[src/rtl/hc595_scan_sched.sv]
// Digit-multiplex scheduler feeding a 16-bit 74HC595 shift driver from a CPU frame buffer.
// Words load once per driver frame (1-cycle S_EN at LOAD_OFS+1); no backpressure, the driver frame is fixed.
module hc595_scan_sched #(
    parameter int NUM_DIGITS   = 8,
    parameter int FRAME_CLKS   = 160,
    parameter int DWELL_FRAMES = 4,
    parameter int LOAD_OFS     = 157
) (
    input  logic        Clk,
    input  logic        Rst_n,
    input  logic        en,
    input  logic        blank,
    input  logic        wr_en,
    input  logic [2:0]  wr_addr,
    input  logic [7:0]  wr_data,
    input  logic [2:0]  rd_addr,
    output logic [7:0]  rd_data,
    output logic [15:0] Data,
    output logic        S_EN,
    output logic [2:0]  digit_idx,
    output logic        frame_done
);

    localparam int FCW = $clog2(FRAME_CLKS);
    localparam int DCW = (DWELL_FRAMES > 1) ? $clog2(DWELL_FRAMES) : 1;

    localparam logic [FCW-1:0] FC_LAST = FCW'(FRAME_CLKS - 1);
    localparam logic [FCW-1:0] LOAD_AT = FCW'(LOAD_OFS);
    localparam logic [DCW-1:0] DW_LAST = DCW'(DWELL_FRAMES - 1);
    localparam logic [2:0]     ND_LAST = 3'(NUM_DIGITS - 1);
    localparam logic [3:0]     ND      = 4'(NUM_DIGITS);
    localparam logic [15:0]    IDLE_W  = 16'h00FF;

    logic [FCW-1:0] frame_cnt_q, frame_cnt_d;
    logic [DCW-1:0] dwell_q, dwell_d;
    logic [2:0]     scan_q, scan_d;
    logic [2:0]     digit_q, digit_d;
    logic [15:0]    data_q, data_d;
    logic           s_en_q, s_en_d;
    logic           fdone_q, fdone_d;
    logic [7:0]     rd_q, rd_d;
    logic [7:0]     buf_q [NUM_DIGITS];
    logic [7:0]     buf_d [NUM_DIGITS];

    logic           load;
    logic           wr_ok;
    logic [7:0]     cur_seg;

    // Frame phase counter; free-running so the load instant stays locked to the driver.
    always_comb begin
        frame_cnt_d = (frame_cnt_q == FC_LAST) ? '0 : frame_cnt_q + FCW'(1);
        load        = (frame_cnt_q == LOAD_AT);
        wr_ok       = wr_en && ({1'b0, wr_addr} < ND);
    end

    always_comb begin
        for (int i = 0; i < NUM_DIGITS; i++) begin
            buf_d[i] = buf_q[i];
            if (wr_ok && (wr_addr == 3'(i))) begin
                buf_d[i] = wr_data;
            end
        end
    end

    // Read the old contents: a same-cycle write is not visible to readback.
    always_comb begin
        rd_d = 8'h00;
        for (int i = 0; i < NUM_DIGITS; i++) begin
            if (rd_addr == 3'(i)) begin
                rd_d = buf_q[i];
            end
        end
    end

    // Segment byte for the digit being loaded, with write-first bypass.
    always_comb begin
        cur_seg = 8'h00;
        for (int i = 0; i < NUM_DIGITS; i++) begin
            if (scan_q == 3'(i)) begin
                cur_seg = buf_q[i];
            end
        end
        if (wr_ok && (wr_addr == scan_q)) begin
            cur_seg = wr_data;
        end
    end

    always_comb begin
        data_d  = data_q;
        s_en_d  = 1'b0;
        digit_d = digit_q;
        fdone_d = 1'b0;
        scan_d  = scan_q;
        dwell_d = dwell_q;
        if (load) begin
            s_en_d = 1'b1;
            if (!en) begin
                data_d  = IDLE_W;
                digit_d = 3'd0;
                scan_d  = 3'd0;
                dwell_d = '0;
            end else begin
                data_d  = {(blank ? 8'h00 : cur_seg), ~(8'h01 << scan_q)};
                digit_d = scan_q;
                // Wrap is flagged on the first word of the new scan, not on a fresh start.
                fdone_d = (scan_q == 3'd0) && (dwell_q == '0) && (digit_q == ND_LAST);
                if (dwell_q == DW_LAST) begin
                    dwell_d = '0;
                    scan_d  = (scan_q == ND_LAST) ? 3'd0 : scan_q + 3'd1;
                end else begin
                    dwell_d = dwell_q + DCW'(1);
                end
            end
        end
    end

    always_ff @(posedge Clk or negedge Rst_n) begin
        if (!Rst_n) begin
            frame_cnt_q <= '0;
            dwell_q     <= '0;
            scan_q      <= 3'd0;
            digit_q     <= 3'd0;
            data_q      <= IDLE_W;
            s_en_q      <= 1'b0;
            fdone_q     <= 1'b0;
            rd_q        <= 8'h00;
            for (int i = 0; i < NUM_DIGITS; i++) begin
                buf_q[i] <= 8'h00;
            end
        end else begin
            frame_cnt_q <= frame_cnt_d;
            dwell_q     <= dwell_d;
            scan_q      <= scan_d;
            digit_q     <= digit_d;
            data_q      <= data_d;
            s_en_q      <= s_en_d;
            fdone_q     <= fdone_d;
            rd_q        <= rd_d;
            for (int i = 0; i < NUM_DIGITS; i++) begin
                buf_q[i] <= buf_d[i];
            end
        end
    end

    assign Data       = data_q;
    assign S_EN       = s_en_q;
    assign digit_idx  = digit_q;
    assign frame_done = fdone_q;
    assign rd_data    = rd_q;

endmodule

[config.mk]
export PLATFORM = sky130hd
export DESIGN_NAME = hc595_scan_sched
export DESIGN_NICKNAME = d
export VERILOG_FILES = /design/src/rtl/hc595_scan_sched.sv
export SDC_FILE = /design/constraint.sdc
export NUM_CORES = 1
export LEC_CHECK = 0
export ABC_AREA = 1
export BUFFER_PORTS_ARGS = -buffer_cell sky130_fd_sc_hd__buf_2
export CORE_UTILIZATION = 62
export CTS_CLUSTER_SIZE = 24
export DETAILED_ROUTE_END_ITERATION = 8
export GPL_TIMING_DRIVEN = 1
export PLACE_DENSITY = 0.83
export SYNTH_ARGS = -nofsm -noshare
export SYNTH_HDL_FRONTEND = slang
export SYNTH_SLANG_ARGS = --single-unit
[constraint.sdc]
create_clock -name Clk -period 5.1 [get_ports Clk]
set_input_delay 0.765 -clock Clk [delete_from_list [all_inputs] [get_ports Clk]]
set_output_delay 0.765 -clock Clk [all_outputs]
set_load 0.005 [all_outputs]
### Word-level counts from Yosys, hierarchy flattened

Index checks and enable logic that the tools add are counted.

* memories kept: 0
* bits in latches: 0
* ROM bits: 0
* memory bits (writable): 0
* bits of input ports: 19
* flip-flop bits (word level): 106
* logic and storage cells: 93

* bitwise gates (word level): 1
* $mul: 0
* order comparisons: 0
* multiplexer cells: 29
* $add $sub $neg: 3
* reduce and logical (&&, ||, !) cells: 16
* equality and inequality tests: 27
* shift operators: 1
* divide/modulo/power cells: 0

Operators with widths (number)
* 2-to-1 mux 8 bit: 19
* == test 3 bit (second input constant): 13
* == test 3 x 2 -> 1 bit (second input constant): 6
* == test 8 bit (second input constant): 2
* 2-to-1 mux 16 bit: 1
* 2-to-1 mux 3 bit: 4
* logical AND 1 bit: 11
* == test 3 x 1 -> 1 bit (second input constant): 3
* logical NOT 3 bit: 3
* adder 8 x 1 -> 8 bit (second input constant): 1
* inverter 8 bit: 1
* left shift 1 x 3 -> 8 bit (first input constant): 1
* 2-to-1 mux 2 bit: 2
* adder 3 x 1 -> 3 bit (second input constant): 1
* == test 3 bit: 1
* 2-to-1 mux 1 bit: 3
* adder 2 x 1 -> 2 bit (second input constant): 1
* == test 2 bit (second input constant): 1
* logical NOT 2 bit: 1
* != test 2 x 1 -> 1 bit (second input constant): 1
* AND reduction 2 bit: 1

### Depth between registers and ports, before layout

* depth after elaboration: 12
* mapped depth: 17
* depth with buffers taken out: 16

### Worst setup path before layout

No wires, ideal clock.

* path type: reg-to-reg
* from: register scan_q[0]
* to: register data_q[9], in the netlist Data[9]
* setup slack: 3387 ps
* period minus slack after synthesis: 1713 ps
* buffers on the path: 1
* library setup time: 66 ps
* cell stages (with the launch flop): 17
* required time: 5034 ps
* arrival time: 1647 ps
* cell sequence: dfrtp_1 > ha_1 > ha_1 > buf_6 > inv_1 > o21ai_0 > inv_1 > nand2_1 > nand2_1 > nand2_1 > nand2_1 > nand2_1 > nand2_1 > nand2_1 > nand2_1 > nand2_1 > nand2_1

* cells in the longest elaborated chain, start to end: 12

RTL lines
* start: declaration: line 36 `logic [2:0] scan_q, scan_d;`
* start signal: assignment: line 133 `scan_q <= scan_d;`
* logical NOT 3 bit: line 79 `if (scan_q == 3'(i)) begin`
* 2-to-1 mux 8 bit (8 in a row): line 79
* 2-to-1 mux 8 bit (*): line 83 `if (wr_ok && (wr_addr == scan_q)) begin`
* 2-to-1 mux 8 bit (*): line 103 `data_d = {(blank ? 8'h00 : cur_seg), ~(8'h01 << scan_q)};`
* 2-to-1 mux 16 bit (*): line 97 `if (!en) begin`
* end signal: assignment: line 135 `data_q <= data_d;`
* end: declaration: line 38 `logic [15:0] data_q, data_d;`

Mark *: on every way between the ends. The rest lies on a longest branch, timed or not.
A chain may end at the register's enable or synchronous reset.

### Worst setup path after layout

* from: register scan_q[2]
* to: register data_q[14], in the netlist Data[14]

Same word-level chain as after synthesis.

==> metrics.md <==
| Metric | Value |
|---|---|
| Result of the run | completed |
| Async set-reset flop share out of synthesis | 100% |
| Synth cell count leaders | 195 x nand2_1, 98 x dfrtp_1, 95 x o21ai_0 |
| Drt total wl | 13,500 µm |
| Lkg Pwr | 2.99 nW |
| TNS Setup | 0 ns |
| RSZ-0062 raised after global routing | no |
| Port bufs | 47 |
| Final global-route overflow total | 0 |
| Initial antenna violation count | 0 |
| First-pass GRT wire length | 22,100 µm |
| Worst EP required | 5.39 ns |
| Sequential fraction of the synthesis area | 49.6% |
| Post-synth top area cell | dfrtp_1 |
| Top-count cell post-synth | nand2_1 |
| Most used cell, CP | nand2_1 |
| Synthesis warning total | 0 |
| Worst setup EP type | flip-flop |
| Fin. Hold Viols | 0 |
| Final ANT Viol Nets | 0 |
| Final Max Slew Viols | 0 |
| H-tree lvl count | 3 |
| Largest net degree at the start of global routing | 64 |
| Synth area leaders | dfrtp_1 46%, nand2_1 14%, o21ai_0 8.9% |
| CP peak stage delay | 0.59 ns |
| Detailed Routing Iterations Pass 1 | 6 |
| Full die area | 0.00903 mm² |
| Inserted Diodes | 0 |
| GR Util All Layers | 32.6% |
| Endpoints failing setup | 0 |
| Cell Area, Synth | 0.00536 mm² |
| Area Overhead vs Synth | 9.63% |
| Hold crit path type | input pin to async pin |
| Vias in the first global route | 4,633 |
| Row cnt | 33 |
| Post-CTS sizing | 0 |
| Distinct cell type count after synthesis | 37 |
| Crit-path cells | inv_8 > ha_1 > inv_1 > or2_2 > nand3_1 > nand2_1 > nand2_1 > nand2_1 > nand2_1 > nand2_1 > nand2_1 > nand2_1 |
| CTS tree | yes |
| Root buffer cell | clkbuf_8 |
| Max Clk Rate | 0.457 GHz |
| Die Height | 95.0 µm |
| CP max FO | 9 |
| Initial detailed-routing violation count | 453 |
| Share of the synthesized area in the top cell type | 45.7% |
| Layout Skew | 0.0128 ns |
| CTS Sinks | 106 |
| Final period utilization | 42.9% |
| Number of synthesized flops with an enable pin | 0 |
| Max Cap Viol | 0 |
| Buf/Inv on CP | 2 |
| Post-Syn Nets | 704 |
| VDD IR-drop max | 163 µV |
| Hold_buf cts | 0 |
| Vias per Instance | 5.84 |
| Post-CTS setup buffer count | 0 |
| Post-Syn Instances | 675 |
| DRC Markers | 0 |
| Total I/O pin count | 48 |
| Synth Area per Inst | 7.95 µm² |
| WL per Instance | 16.4 µm |
| Post-synthesis register bit count | 106 |
| Hold Worst Slack | 0.459 ns |
| Kind of critical path | flip-flop to flip-flop |
| Placeable core region | 0.00830 mm² |
| Top delay family on crit path | simple AND/OR/NAND/NOR gates |
| Die W | 95.0 µm |
| Slew @ Worst Pin | 0.773 ns |
| Share of cells above drive strength 1 | 14.0% |
| Initial Util | 64.6% |
| Total number of vias | 4,822 |
| Slew HR | 48.5% |
| Primary FF master, synth | dfrtp_1 |
| Critical path's slowest cell | dfrtp_1 |
| Layout Nets | 746 |
| Skew-Pair Late Insertion Delay | 0.38 ns |
| GPL Wtd Cong | 0.936 |
| Clock Tree Buf Depth | 2 |
| HPWL after detailed placement | 9770 µm |
| Startpoint Class | flip-flop |
| Clock slew at reported path FFs | 0.11 ns |
| Pwr/cell area | 327 mW/mm² |
| Cts bufs inserted | 9 |
| Crit path time final | 2.19 ns |
| Arr. time, crit path | 2.47 ns |
[metrics by stage]
stage | setup WS, ns | instance area [µm²] | total power, W | std cells | utilization, %
final | 2.91 | 5880 | 0.00193 | 826 | 70.9
after CTS | 2.94 | 5880 | 0.00192 | 826 | 70.9
after floorplan | 3.39 | 5360 | 0.00118 | 675 | -
after global routing | 2.67 | 5880 | 0.00200 | 826 | 70.9
after global placement | 2.91 | 5640 | 0.00129 | 811 | 68.0
after detailed placement | 2.84 | 5640 | 0.00130 | 811 | 68.0
[power breakdown]
part	leakage (nW)	total (W)	switching, W	internal (W)
sequential	1.27	0.00103	0.0000857	0.000949
clock	0.118	0.000631	0.000295	0.000336
combinational	1.60	0.000260	0.000166	0.0000935
total	2.99	0.00193	0.000547	0.00138
[kinds of logic (layout without fill, tap and decap cells)]
family | Yosys count | count (layout) | share of synthesized area, %
flip-flops | 106 | 106 | 49.6
buffers and inverters | 97 | 143 | 7.67
AO/OA/AOI/OAI | 137 | 137 | 13.6
AND/OR/NAND/NOR | 321 | 321 | 26.1
XOR/XNOR | 4 | 4 | 0.653
adder cells (fa/ha/maj) | 10 | 10 | 2.33
[sequential cells by signal, summed over array words and instances, names as in the netlist]
register / count
rd_data: 8
S_EN: 1
scan_q: 3
Data: 16
digit_idx: 3
buf_q: 64
dwell_q: 2
frame_done: 1
frame_cnt_q: 8
[cells in the final DEF (no fill, tap or decap), types with 3 or more instances in the layout]
master,n
nand2_1,195
o21ai_0,95
dfstp_2,8
nor3_1,5
buf_2,46
a21oi_1,29
o2111ai_1,6
bufinv_16,3
nand3_1,57
buf_4,3
inv_1,74
nor2_1,35
xor2_1,4
dfrtp_1,98
nand2_2,3
inv_2,3
o22ai_1,3
clkbuf_8,10
or2_2,10
nor3_2,3
nand4_1,3
ha_1,10
[final timing paths]
| kind | start | to | slack (ns) | depth (start not counted) |
|---|---|---|---|---|
| setup / recovery | scan_q[2] | Data[14] | 2.91 | 12 |
| hold / removal | Rst_n | frame_cnt_q[2] | 0.46 | 1 |
| setup reg to reg | scan_q[2] | Data[14] | 2.91 | 12 |
| hold reg to reg | Data[11] | Data[11] | 0.49 | 2 |
| max in group asynchronous | Rst_n | rd_data[2] | 3.57 | 2 |
| min in group Clk | Data[11] | Data[11] | 0.49 | 2 |
[metal layers]
metal  GRT usage, %  up-vias  wire length, µm
met5              0        -                0
met4           13.8        0              344
met3           4.78       34              858
met2           53.4      213             6520
met1           43.5     2307             5820
li1               -     2268                -
[worst reg2reg max path, delay by kind of cell (launching register included)]
family                     cells  cell delay, ns
adders and majority gates      1            0.35
buffers and inverters          2            0.38
DFF                            1            0.59
and+or+nand+nor                9            0.77
[area by class of cell]
class / count / area [µm²]
clock inverters: 5 / 103
well taps: 105 / 131
repair buffers: 49 / 253
fillers: 666 / 2420
multi-input cells: 472 / 2290
clock buffers: 10 / 138
flip-flops and latches: 106 / 2660
inverters: 79 / 304
Power figures use the tool's default switching activity.
